$ cat config.mk
export PLATFORM = sky130hd
export DESIGN_NAME = ebi_master
export DESIGN_NICKNAME = d
export VERILOG_FILES = /design/src/rtl/ebi_master.sv
export SDC_FILE = /design/constraint.sdc
export NUM_CORES = 1
export LEC_CHECK = 0
export BUFFER_PORTS_ARGS = -buffer_cell sky130_fd_sc_hd__buf_4
export CAP_MARGIN = 20
export CORE_MARGIN = 2
export CORE_UTILIZATION = 50
export DETAILED_ROUTE_END_ITERATION = 6
export PLACE_DENSITY = 0.84
export SYNTH_ARGS = -nofsm -noshare
export SYNTH_HDL_FRONTEND = slang
export SYNTH_SLANG_ARGS = --single-unit
$ cat constraint.sdc
create_clock -name clk -period 4.9 [get_ports clk]
set_input_delay 0.98 -clock clk [delete_from_list [all_inputs] [get_ports clk]]
set_output_delay 0.98 -clock clk [all_outputs]
set_load 0.1 [all_outputs]
$ cat src/rtl/ebi_master.sv
// -----------------------------------------------------------------------------
// ebi_master
//
// Asynchronous-SRAM style external bus master for a 16-bit data bus. A single
// request starts one read or write cycle made of three timed phases:
//   SETUP  : chip select low, address stable, no strobe
//   STROBE : chip select low, rd or wr strobe low
//   HOLD   : chip select low, strobe released
// A read adds one TURN cycle after HOLD. This keeps the next transaction from
// driving the shared data bus while the external device may still drive it.
//
// Parameters
//   ADDR_W  external address width, in 16-bit words
//   SETUP   cycles with cs low before the strobe  (values < 1 behave as 1)
//   STROBE  cycles with rd/wr low                 (values < 1 behave as 1)
//   HOLD    cycles with cs low after the strobe   (values < 1 behave as 1)
//
// Ports
//   clk            system clock
//   rst            asynchronous reset, active low
//   req            start a transaction (sampled only while idle)
//   req_wr         1 = write, 0 = read
//   req_addr       word address
//   req_wdata      write data
//   busy           transaction or read turnaround in progress
//   done           one-cycle completion pulse
//   rdata          read data, valid from the done pulse until the next read
//   ebi_addr       external address
//   ebi_data_out   external write data
//   ebi_data_oe    enable for the top-level data bus tristate driver
//   ebi_data_in    external read data
//   ebi_cs         chip select, active low
//   ebi_rd         read strobe, active low
//   ebi_wr         write strobe, active low
// -----------------------------------------------------------------------------
module ebi_master #(
    parameter int ADDR_W = 19,
    parameter int SETUP  = 1,
    parameter int STROBE = 3,
    parameter int HOLD   = 1
) (
    input  logic              clk,
    input  logic              rst,
    input  logic              req,
    input  logic              req_wr,
    input  logic [ADDR_W-1:0] req_addr,
    input  logic [15:0]       req_wdata,
    output logic              busy,
    output logic              done,
    output logic [15:0]       rdata,
    output logic [ADDR_W-1:0] ebi_addr,
    output logic [15:0]       ebi_data_out,
    output logic              ebi_data_oe,
    input  logic [15:0]       ebi_data_in,
    output logic              ebi_cs,
    output logic              ebi_rd,
    output logic              ebi_wr
);

    // Phase lengths after clamping to a minimum of one cycle.
    localparam int P_SETUP  = (SETUP  < 1) ? 1 : SETUP;
    localparam int P_STROBE = (STROBE < 1) ? 1 : STROBE;
    localparam int P_HOLD   = (HOLD   < 1) ? 1 : HOLD;

    localparam int P_MAX_SS = (P_SETUP > P_STROBE) ? P_SETUP : P_STROBE;
    localparam int P_MAX    = (P_MAX_SS > P_HOLD) ? P_MAX_SS : P_HOLD;

    // Wide enough to hold the longest phase length, so no phase can wrap.
    localparam int CNT_W = $clog2(P_MAX + 1);

    // The counter is loaded with (length - 1) and the phase ends at zero.
    localparam logic [CNT_W-1:0] C_SETUP  = CNT_W'(P_SETUP  - 1);
    localparam logic [CNT_W-1:0] C_STROBE = CNT_W'(P_STROBE - 1);
    localparam logic [CNT_W-1:0] C_HOLD   = CNT_W'(P_HOLD   - 1);
    localparam logic [CNT_W-1:0] C_ONE    = CNT_W'(1);

    typedef enum logic [2:0] {
        ST_IDLE,
        ST_SETUP,
        ST_STROBE,
        ST_HOLD,
        ST_TURN
    } state_t;

    state_t              r_state;
    state_t              w_state_nxt;
    logic [CNT_W-1:0]    r_cnt;
    logic [CNT_W-1:0]    w_cnt_nxt;
    logic                r_wr;
    logic [ADDR_W-1:0]   r_addr;
    logic [15:0]         r_wdata;
    logic [15:0]         r_rdata;
    logic                r_done;

    logic                w_phase_end;
    logic                w_accept;
    logic                w_capture;
    logic                w_done_nxt;
    logic                w_cs_active;

    assign w_phase_end = (r_cnt == '0);

    // -------------------------------------------------------------------------
    // Next-state and phase counter
    // -------------------------------------------------------------------------
    always_comb begin
        // NOTE: every signal gets a default before the case so that no path
        // leaves one unassigned, which would otherwise infer a latch.
        w_state_nxt = r_state;
        w_cnt_nxt   = r_cnt;
        w_accept    = 1'b0;
        w_capture   = 1'b0;
        w_done_nxt  = 1'b0;

        case (r_state)
            ST_IDLE: begin
                // Also reached in a write's done cycle, so a request there is
                // taken without a gap.
                if (req) begin
                    w_accept    = 1'b1;
                    w_state_nxt = ST_SETUP;
                    w_cnt_nxt   = C_SETUP;
                end
            end

            ST_SETUP: begin
                if (w_phase_end) begin
                    w_state_nxt = ST_STROBE;
                    w_cnt_nxt   = C_STROBE;
                end else begin
                    w_cnt_nxt = r_cnt - C_ONE;
                end
            end

            ST_STROBE: begin
                if (w_phase_end) begin
                    // Sample read data in the last strobe cycle, while the
                    // device is still being strobed.
                    w_capture   = ~r_wr;
                    w_state_nxt = ST_HOLD;
                    w_cnt_nxt   = C_HOLD;
                end else begin
                    w_cnt_nxt = r_cnt - C_ONE;
                end
            end

            ST_HOLD: begin
                if (w_phase_end) begin
                    w_done_nxt  = 1'b1;
                    w_state_nxt = r_wr ? ST_IDLE : ST_TURN;
                end else begin
                    w_cnt_nxt = r_cnt - C_ONE;
                end
            end

            ST_TURN: begin
                w_state_nxt = ST_IDLE;
            end

            default: begin
                w_state_nxt = ST_IDLE;
            end
        endcase
    end

    // -------------------------------------------------------------------------
    // State, counter and latched transaction registers
    // -------------------------------------------------------------------------
    always_ff @(posedge clk or negedge rst) begin
        // NOTE: sequential state uses non-blocking assignments so every
        // register samples the pre-edge values of the others.
        if (!rst) begin
            r_state <= ST_IDLE;
            r_cnt   <= '0;
            r_done  <= 1'b0;
            r_wr    <= 1'b0;
            r_addr  <= '0;
            r_wdata <= '0;
            r_rdata <= '0;
        end else begin
            r_state <= w_state_nxt;
            r_cnt   <= w_cnt_nxt;
            r_done  <= w_done_nxt;
            if (w_accept) begin
                r_wr    <= req_wr;
                r_addr  <= req_addr;
                r_wdata <= req_wdata;
            end
            if (w_capture) begin
                r_rdata <= ebi_data_in;
            end
        end
    end

    // -------------------------------------------------------------------------
    // Outputs: decoded from registered state only, so reset forces the bus
    // inactive immediately without waiting for a clock edge.
    // -------------------------------------------------------------------------
    assign w_cs_active = (r_state == ST_SETUP) || (r_state == ST_STROBE) ||
                         (r_state == ST_HOLD);

    assign ebi_cs       = ~w_cs_active;
    assign ebi_rd       = ~((r_state == ST_STROBE) && !r_wr);
    assign ebi_wr       = ~((r_state == ST_STROBE) &&  r_wr);
    assign ebi_data_oe  = w_cs_active & r_wr;
    assign ebi_addr     = r_addr;
    assign ebi_data_out = r_wdata;
    assign busy         = (r_state != ST_IDLE);
    assign done         = r_done;
    assign rdata        = r_rdata;

endmodule

==> results of run 1 <==
==> worst max-delay path: cells and delay by family (launching register included) <==
family / cells / cell delay, ns
flops: 1 / 0.47
simple gates: 1 / 0.46
buf+inv: 1 / 0.25
==> cells in the mapped netlist (all sizes together) <==
cell and instances:
dfrtp 58, mux2 54, buf 6, inv 5, nor2 5, nand2 4, ha 3, nand3 2
o21ai 2, a21oi 1, a31oi 1, and3b 1, clkbuf 1, mux2i 1, nand2b 1, nand3b 1
nor3 1, nor3b 1, o311a 1, or2 1, or3 1, xor2 1
==> registers in the layout (all words and copies together), names as in the netlist <==
| register | count |
|---|---|
| r_wr | 1 |
| ebi_data_out | 16 |
| done | 1 |
| rdata | 16 |
| ebi_addr | 19 |
| r_state | 3 |
| r_cnt | 2 |
==> worst min path at each step <==
stage	startpoint	end	slack, ns	depth (start not counted)
final	ebi_data_out[4]	ebi_data_out[4]	0.51	1
after global routing	ebi_data_out[4]	ebi_data_out[4]	0.52	1
after CTS	ebi_data_out[4]	ebi_data_out[4]	0.51	1
after detailed placement	ebi_data_out[13]	ebi_data_out[13]	0.50	1
after global placement	rdata[12]	rdata[12]	0.49	1
after floorplan	r_wr	r_state[2]	0.45	1
==> cell type report <==
cell class,instances,area (um^2)
Sequential cell,58,1450
Fill cell,341,1240
Multi-Input combinational cell,82,931
Timing Repair Buffer,111,833
Clock buffer,11,151
Tap cell,67,83.8
Clock inverter,3,40.0
Inverter,5,18.8
==> cell families (layout without fill, tap and decap cells) <==
family	Yosys count	after routing	synth area share
buffers and inverters	12	130	0.0437
muxes	55	55	0.293
and+or+nand+nor	18	18	0.0492
xor gates and xnor gates	1	1	0.00352
AOI/OAI and AO/OA	5	5	0.0126
DFF	58	58	0.583
adders and majority gates	3	3	0.0151
==> metal layers <==
layer,up-vias,track usage,routed length (um)
met5,-,0,0
met4,0,0.101,102
met3,11,0.0556,366
met2,64,0.295,2590
met1,785,0.244,2100
li1,755,-,-
==> per-stage QoR <==
step	instance area, um^2	utilization	hold slack (ns)	cells	setup WS (ns)
3_3_place_gp	3320	0.698	0.490	323	2.56
6_report	3510	0.738	0.505	337	2.41
2_1_floorplan	2490	-	0.454	152	0.980
5_1_grt	3510	0.738	0.521	337	2.33
3_5_place_dp	3320	0.698	0.496	323	2.54
4_1_cts	3510	0.738	0.511	337	2.38
==> run summary, run 1 <==
CRITICAL PATH
------------------------------------------------------------------------------
Endpoint of the worst setup timing path                                   busy
Startpoint of the worst setup timing path                           r_state[2]
WP data required                                                       3.92 ns
Worst Setup Path Type                                             register to output port
Worst-path fanout max                                                        8
Crit-path cells                                                   or3_4 > buf_4
Maximum single-stage delay on the critical path                        0.47 ns
FF-to-FF Start                                                      r_state[2]
Startpoint type of the worst setup path                               register
Endpoint type of the worst setup path                              output port
Crit-path slowest cell                                            sky130_fd_sc_hd__dfrtp_1
Worst R2R End                                                     ebi_data_out[4]
Arrival time of the worst setup path                                   1.51 ns
Worst-case reg-to-reg path depth                                             3
Setup slack of the worst register-to-register path                     2.81 ns

GLOBAL ROUTING
------------------------------------------------------------------------------
Number of global-route vias before repair                                 1608
Largest net degree at the start of global routing                           59
Initial antenna violation count                                              0
Gr usage total                                                           0.191
Remaining global-route overflow                                              0
Global-route wire length before repair                                 7750 um

CTS
------------------------------------------------------------------------------
TritonCTS clock tree                                                     built
CTS Root Cell                                                     sky130_fd_sc_hd__clkbuf_8
Number of sinks handled by clock tree synthesis                             58
CTS Buf Count                                                                9
Number of gates resized after cts                                            0
CTS hold repair buffers                                                      0
Number of H-tree branching levels                                            3
Maximum buffer depth of the clock tree                                       2
Insertion delay of the later-clocked pin in the worst-skew pair        0.33 ns
Setup fix buffers added after clock tree synthesis                           0
Worst-path clk slew                                                    0.06 ns

FLOORPLANNING
------------------------------------------------------------------------------
Die area                                                             5560 um^2
Vertical extent of the die                                             74.6 um
Core region area                                                     4750 um^2
Initial Utilization                                                      0.524
Horizontal extent of the die                                           74.6 um
Standard-cell row count                                                     25
I/O pin count                                                              112

HOLD PATH
------------------------------------------------------------------------------
Tightest Hold Check Type                                          register to register

YOSYS
------------------------------------------------------------------------------
Library cell with the largest summed area after synthesis         sky130_fd_sc_hd__dfrtp_1
Leading post-synthesis cells by cell area                         sky130_fd_sc_hd__dfrtp_1, sky130_fd_sc_hd__mux2_4, sky130_fd_sc_hd__mux2_2, sky130_fd_sc_hd__buf_12, sky130_fd_sc_hd__ha_1
Instance count of the mapped netlist                                       152
Total of flip-flops plus latches after synthesis                            58
Nets in the synthesized netlist                                            210
Synthesis warning total                                                      0
Syn Area/Cell                                                        16.4 um^2
Mapped cell area                                                     2490 um^2
Synth top area share                                                     0.583
Part of the Yosys area used for sequential elements                      0.583
Distinct cells, synth                                                       27

TIMING
------------------------------------------------------------------------------
Crit share post-route                                                    0.508
Worst clock skew on the final layout                                0.00806 ns
Achievable clock frequency                                             402 MHz
Max-slew violation count                                                     0
Hold violation count in the final report                                     0
RSZ-0062 raised after global routing                                        no
Max_slew headroom                                                        0.462
Setup violations, final                                                      0
Worst slew pin tran                                                   0.806 ns
Total Negative Setup Slacks                                               0 ns
Fin crit period                                                        2.49 ns

FINISH
------------------------------------------------------------------------------
Net count, final                                                           325
Leading cell type in the layout, fill and taps excluded           sky130_fd_sc_hd__buf_4
Proportion of layout cells with a drive suffix above 1                   0.681
Commonest cells after routing, fill and taps aside                sky130_fd_sc_hd__buf_4, sky130_fd_sc_hd__dfrtp_1, sky130_fd_sc_hd__mux2_4
Antenna Diode Count                                                          0
Area growth syn-to-layout                                                40.9%

ROUTING
------------------------------------------------------------------------------
Length of the first detailed-routing pass in iterations                      4
Remaining design rule violation count                                        0
Drt total wl                                                           5160 um
Average vias per placed instance                                          4.79
Detail-routed net length per standard cell                             15.3 um
DRC violation total after the first TritonRoute iteration                  122
Via Count                                                                 1615
Detail Route Antenna Nets                                                    0

OUTCOME
------------------------------------------------------------------------------
Status                                                            finished clean

PLACEMENT
------------------------------------------------------------------------------
DP Wirelength                                                          3670 um
GPL Wtd Cong                                                             0.745
Port-buffer cells                                                          111

FLOW RUN
------------------------------------------------------------------------------
Max-cap violations                                                           0

Power of run 1 is not shown: default switching activity piles up to over one toggle a cycle in this logic, so the estimate is an artifact.
==> run 2, diff against run 1 <==
--- a/config.mk
+++ b/config.mk
@@ -8,9 +8,9 @@
 export BUFFER_PORTS_ARGS = -buffer_cell sky130_fd_sc_hd__buf_4
 export CAP_MARGIN = 20
 export CORE_MARGIN = 2
-export CORE_UTILIZATION = 50
+export CORE_UTILIZATION = 47
 export DETAILED_ROUTE_END_ITERATION = 6
-export PLACE_DENSITY = 0.84
+export PLACE_DENSITY = 0.8
 export SYNTH_ARGS = -nofsm -noshare
 export SYNTH_HDL_FRONTEND = slang
 export SYNTH_SLANG_ARGS = --single-unit
==> constraint.sdc (replaced) <==
create_clock -name clk -period 2.3 [get_ports clk]
set_input_delay 0.46 -clock clk [delete_from_list [all_inputs] [get_ports clk]]
set_output_delay 0.46 -clock clk [all_outputs]
set_load 0.1 [all_outputs]
==> run summary, run 2 (synthesis results as in run 1) <==
FLOORPLANNING
------------------------------------------------------------------------------
Vertical extent of the die                                             76.8 um   +3.0%
Standard-cell row count                                                     26   +4.0%
Initial Utilization                                                      0.488   -0.0362
Die area                                                             5900 um^2   +6.0%
I/O pin count                                                              112   unchanged
Horizontal extent of the die                                           76.8 um   +3.0%
Core region area                                                     5110 um^2   +7.4%

GLOBAL ROUTING
------------------------------------------------------------------------------
Remaining global-route overflow                                              0   unchanged
Number of global-route vias before repair                                 1801   +12%
Initial antenna violation count                                              0   unchanged
Largest net degree at the start of global routing                           59   unchanged
Gr usage total                                                           0.199   +0.00817
Global-route wire length before repair                                 9160 um   +18%

CRITICAL PATH
------------------------------------------------------------------------------
Stages on the worst setup path                                               2   unchanged
Worst-path fanout max                                                       10   +2
Startpoint of the worst setup timing path                           r_state[1]
WP data required                                                       1.84 ns   -2.08 ns
Worst Setup Path Type                                             register to output port
Worst-case reg-to-reg path depth                                             3   unchanged
Arrival time of the worst setup path                                   1.50 ns   about the same
WP buf/inv                                                                   1   unchanged
Maximum single-stage delay on the critical path                        0.48 ns   about the same
Crit-path cells                                                   or3_4 > buf_4
Crit-path slowest cell                                            sky130_fd_sc_hd__dfrtp_1
Setup slack of the worst register-to-register path                     0.56 ns   -2.25 ns
FF-to-FF Start                                                      r_state[1]
Endpoint of the worst setup timing path                                   busy
Worst R2R End                                                         rdata[4]
Worst path top cell family by delay                                 flip-flops
Endpoint type of the worst setup path                              output port
Startpoint type of the worst setup path                               register

ROUTING
------------------------------------------------------------------------------
Drt total wl                                                           5370 um   +4.2%
Via Count                                                                 1656   +2.5%
Length of the first detailed-routing pass in iterations                      4   unchanged
Remaining design rule violation count                                        0   unchanged
Average vias per placed instance                                          4.81   +0.45%
DRC violation total after the first TritonRoute iteration                  102   -16%
Detail-routed net length per standard cell                             15.6 um   +2.1%
Detail Route Antenna Nets                                                    0   unchanged

TIMING
------------------------------------------------------------------------------
Fin crit period                                                        1.96 ns
Final WS setup                                                        0.343 ns   -2.07 ns
RSZ-0062 raised after global routing                                        no
Max-slew violation count                                                     0   unchanged
Hold violation count in the final report                                     0   unchanged
Worst slew pin tran                                                   0.706 ns   -0.101 ns
Total Negative Setup Slacks                                               0 ns   unchanged
Max_slew headroom                                                        0.530   +0.0672
Setup violations, final                                                      0   unchanged
Achievable clock frequency                                             511 MHz
Worst clock skew on the final layout                                0.00566 ns   -0.00240 ns
Crit share post-route                                                    0.851

FINISH
------------------------------------------------------------------------------
Net count, final                                                           327   +0.62%
Antenna Diode Count                                                          0   unchanged
Largest register FFs                                                        19   unchanged
Proportion of layout cells with a drive suffix above 1                   0.679   -0.00265
Number of cells in the finished layout apart from fillers                  344   +2.1%
Leading cell type in the layout, fill and taps excluded           sky130_fd_sc_hd__buf_4
Share of the core filled with cells                                      0.700   -0.0385
Filler cell count                                                          373   +9.4%
Commonest cells after routing, fill and taps aside                sky130_fd_sc_hd__buf_4, sky130_fd_sc_hd__dfrtp_1, sky130_fd_sc_hd__mux2_4
Area growth syn-to-layout                                                43.4%

PLACEMENT
------------------------------------------------------------------------------
Total instance count after detailed placement                              328   +1.5%
DP Wirelength                                                          3860 um   +5.2%
Port-buffer cells                                                          111   unchanged
Pre-CTS worst setup slack                                             0.549 ns   -1.99 ns
GPL Wtd Cong                                                             0.823   +10%

CTS
------------------------------------------------------------------------------
Maximum buffer depth of the clock tree                                       2   unchanged
CTS Buf Count                                                                9   unchanged
CTS Root Cell                                                     sky130_fd_sc_hd__clkbuf_8
Setup fix buffers added after clock tree synthesis                           0   unchanged
Worst-path clk slew                                                    0.06 ns   about the same
Number of gates resized after cts                                            0   unchanged
Insertion delay of the later-clocked pin in the worst-skew pair        0.32 ns   about the same
Number of sinks handled by clock tree synthesis                             58   unchanged
CTS hold repair buffers                                                      0   unchanged
TritonCTS clock tree                                                     built
Number of H-tree branching levels                                            3   unchanged

HOLD PATH
------------------------------------------------------------------------------
Tightest Hold Check Type                                          input pin to async pin

FLOW RUN
------------------------------------------------------------------------------
Max-cap violations                                                           0   unchanged

OUTCOME
------------------------------------------------------------------------------
Status                                                            finished clean

[run 2: per-layer routing]
layer,vias to the layer above,wire [um],global-route usage
met3,11,344,0.0471
met5,-,0,0
met4,0,114,0.100
li1,757,-,-
met1,815,2390,0.268
met2,73,2520,0.303
[run 2: worst reg2reg max path: cells and delay by family (launching register included)]
kind	cells	cell delay, ns
simple gates	2	0.69
flops	1	0.51
mux	1	0.42
[run 2: worst min-delay path by stage]
stage                start           to  slack, ns
2_1_floorplan          rst         done       0.16
3_3_place_gp      rdata[2]     rdata[2]       0.49
3_5_place_dp   ebi_addr[2]  ebi_addr[2]       0.49
4_1_cts                rst  ebi_addr[4]       0.21
5_1_grt                rst  ebi_addr[4]       0.24
6_report               rst  ebi_addr[3]       0.19
[run 2: layout make-up]
class | instances | area, um^2 | share of cell area
clock buffer | 14 | 153 | 0.0427
sequential | 58 | 1450 | 0.406
clock inverter | 2 | 60.1 | 0.0168
multi-input combinational | 82 | 942 | 0.264
timing repair buffer | 113 | 861 | 0.241
tap | 70 | 87.6 | 0.0245
inverter | 5 | 18.8 | 0.00525
[run 2: stage by stage]
step	hold slack (ns)	instance area, um^2
final	0.190	3570
after detailed placement	0.494	3360
after CTS	0.215	3570
after global routing	0.238	3570
after global placement	0.491	3360
after floorplan	0.164	2500
Power of run 2 is left out for the same reason.
==> run 3, diff against run 2 <==
--- a/config.mk
+++ b/config.mk
@@ -11,6 +11,7 @@
 export CORE_UTILIZATION = 47
 export DETAILED_ROUTE_END_ITERATION = 6
 export PLACE_DENSITY = 0.8
+export REMOVE_ABC_BUFFERS = 1
 export SYNTH_ARGS = -nofsm -noshare
 export SYNTH_HDL_FRONTEND = slang
 export SYNTH_SLANG_ARGS = --single-unit
==> run summary, run 3 (synthesis results as in run 1) <==
FLOORPLANNING
------------------------------------------------------------------------------
Die area                                                             5900 um^2   unchanged
Standard-cell row count                                                     26   unchanged
Horizontal extent of the die                                           76.8 um   unchanged
Core region area                                                     5110 um^2   unchanged
I/O pin count                                                              112   unchanged
Vertical extent of the die                                             76.8 um   unchanged
Initial Utilization                                                      0.488   unchanged

FINISH
------------------------------------------------------------------------------
Commonest cells after routing, fill and taps aside                sky130_fd_sc_hd__buf_4, sky130_fd_sc_hd__dfrtp_1, sky130_fd_sc_hd__mux2_4
Proportion of layout cells with a drive suffix above 1                   0.680   +0.00117
Area used by multi-input combinational logic                          931 um^2   -1.2%
Net count, final                                                           328   +0.31%
Sequential cell area                                                 1450 um^2   unchanged
Area growth syn-to-layout                                                42.1%
Share of the core filled with cells                                      0.693   -0.00661
Filler cell count                                                          372   -0.27%
Leading cell type in the layout, fill and taps excluded           sky130_fd_sc_hd__buf_4
Antenna Diode Count                                                          0   unchanged
Largest register FFs                                                        19   unchanged

TIMING
------------------------------------------------------------------------------
Total Negative Setup Slacks                                               0 ns   unchanged
Fin crit period                                                        1.96 ns   -0.000246 ns
Final WS setup                                                        0.343 ns   +0.000246 ns
Worst clock skew on the final layout                                0.00368 ns   -0.00199 ns
Max-slew violation count                                                     0   unchanged
Setup violations, final                                                      0   unchanged
Worst slew pin tran                                                   0.728 ns   +0.0223 ns
Crit share post-route                                                    0.851   about the same
Hold violation count in the final report                                     0   unchanged
Max_slew headroom                                                        0.515   -0.0149
RSZ-0062 raised after global routing                                        no
Achievable clock frequency                                             511 MHz   about the same

GLOBAL ROUTING
------------------------------------------------------------------------------
Largest net degree at the start of global routing                           59   unchanged
Global-route wire length before repair                                 8580 um   -6.3%
Gr usage total                                                           0.188   -0.0109
Remaining global-route overflow                                              0   unchanged
Initial antenna violation count                                              0   unchanged
Number of global-route vias before repair                                 1701   -5.6%

CTS
------------------------------------------------------------------------------
Setup fix buffers added after clock tree synthesis                           0   unchanged
Number of sinks handled by clock tree synthesis                             58   unchanged
Number of H-tree branching levels                                            3   unchanged
Worst-path clk slew                                                    0.06 ns   about the same
CTS hold repair buffers                                                      0   unchanged
CTS Root Cell                                                     sky130_fd_sc_hd__clkbuf_8
CTS Buf Count                                                                9   unchanged
TritonCTS clock tree                                                     built
Maximum buffer depth of the clock tree                                       2   unchanged
Insertion delay of the later-clocked pin in the worst-skew pair        0.32 ns   about the same
Number of gates resized after cts                                            0   unchanged

HOLD PATH
------------------------------------------------------------------------------
Tightest Hold Check Type                                          input pin to async pin

ROUTING
------------------------------------------------------------------------------
DRC violation total after the first TritonRoute iteration                   58   -43%
Detail-routed net length per standard cell                             15.0 um   -3.9%
Average vias per placed instance                                          4.68   -2.8%
Via Count                                                                 1614   -2.5%
Length of the first detailed-routing pass in iterations                      4   unchanged
Remaining design rule violation count                                        0   unchanged
Drt total wl                                                           5180 um   -3.6%
Detail Route Antenna Nets                                                    0   unchanged

CRITICAL PATH
------------------------------------------------------------------------------
Arrival time of the worst setup path                                   1.50 ns   about the same
Worst Setup Path Type                                             register to output port
Endpoint of the worst setup timing path                                   busy
FF-to-FF Start                                                      r_state[2]
Startpoint type of the worst setup path                               register
Worst R2R End                                                      ebi_addr[4]
Worst-path fanout max                                                        8   -2
Startpoint of the worst setup timing path                           r_state[2]
WP data required                                                       1.84 ns   about the same
Worst-case reg-to-reg path depth                                             4   +1
Endpoint type of the worst setup path                              output port
Setup slack of the worst register-to-register path                     0.41 ns   -0.15 ns

PLACEMENT
------------------------------------------------------------------------------
GPL Wtd Cong                                                             0.797   -3.2%
DP Wirelength                                                          3720 um   -3.7%
Port-buffer cells                                                          111   unchanged
Pre-CTS worst setup slack                                             0.414 ns   -0.136 ns

OUTCOME
------------------------------------------------------------------------------
Status                                                            finished clean

FLOW RUN
------------------------------------------------------------------------------
Max-cap violations                                                           0   unchanged

[run 3: cell count changes in the layout (fill, tap and decap cells not counted)]
cell                        delta
sky130_fd_sc_hd__o21ai_2       -1
sky130_fd_sc_hd__buf_4         +1
sky130_fd_sc_hd__nor2_1        +1
sky130_fd_sc_hd__clkbuf_1      -2
sky130_fd_sc_hd__clkbuf_8      +2
sky130_fd_sc_hd__clkinv_2      +2
sky130_fd_sc_hd__bufinv_16     -2
sky130_fd_sc_hd__o21ai_0       +1
sky130_fd_sc_hd__nor2_4        -1
[run 3: through the flow]
step,area [um^2],std cells,hold slack [ns]
after floorplan,2400,145,0.164
after global placement,3360,329,0.490
after detailed placement,3360,329,0.495
after CTS,3540,345,0.213
after global routing,3540,345,0.229
final,3540,345,0.176
[run 3: per-layer routing]
| metal | global-route usage | part of all wire | wire length (um) | vias to the layer above |
|---|---|---|---|---|
| li1 | - | - | - | 760 |
| met5 | 0 | 0 | 0 | - |
| met1 | 0.231 | 0.42 | 2200 | 794 |
| met4 | 0.107 | 0.029 | 149 | 0 |
| met3 | 0.0447 | 0.041 | 212 | 12 |
| met2 | 0.304 | 0.51 | 2620 | 48 |
[run 3: cell type report]
type | instances | area share
timing repair buffer | 114 | 0.245
tap | 70 | 0.0247
multi-input combinational | 82 | 0.263
clock buffer | 14 | 0.0488
clock inverter | 2 | 0.00283
inverter | 5 | 0.00530
sequential | 58 | 0.410
[run 3: how the worst min path moves through the flow]
| stage | to | cells after the start |
|---|---|---|
| after global placement | rdata[14] | 1 |
| after detailed placement | rdata[7] | 1 |
| after floorplan | done | 0 |
| final | ebi_addr[3] | 1 |
| after global routing | ebi_addr[3] | 1 |
| after CTS | ebi_addr[10] | 1 |
[run 3: critical path, cell delays in order, from the launching register on]
cell	delay, ns
sky130_fd_sc_hd__dfrtp_1	0.46
sky130_fd_sc_hd__or3_4	0.46
sky130_fd_sc_hd__buf_4	0.25
Power of run 3 is left out for the same reason.
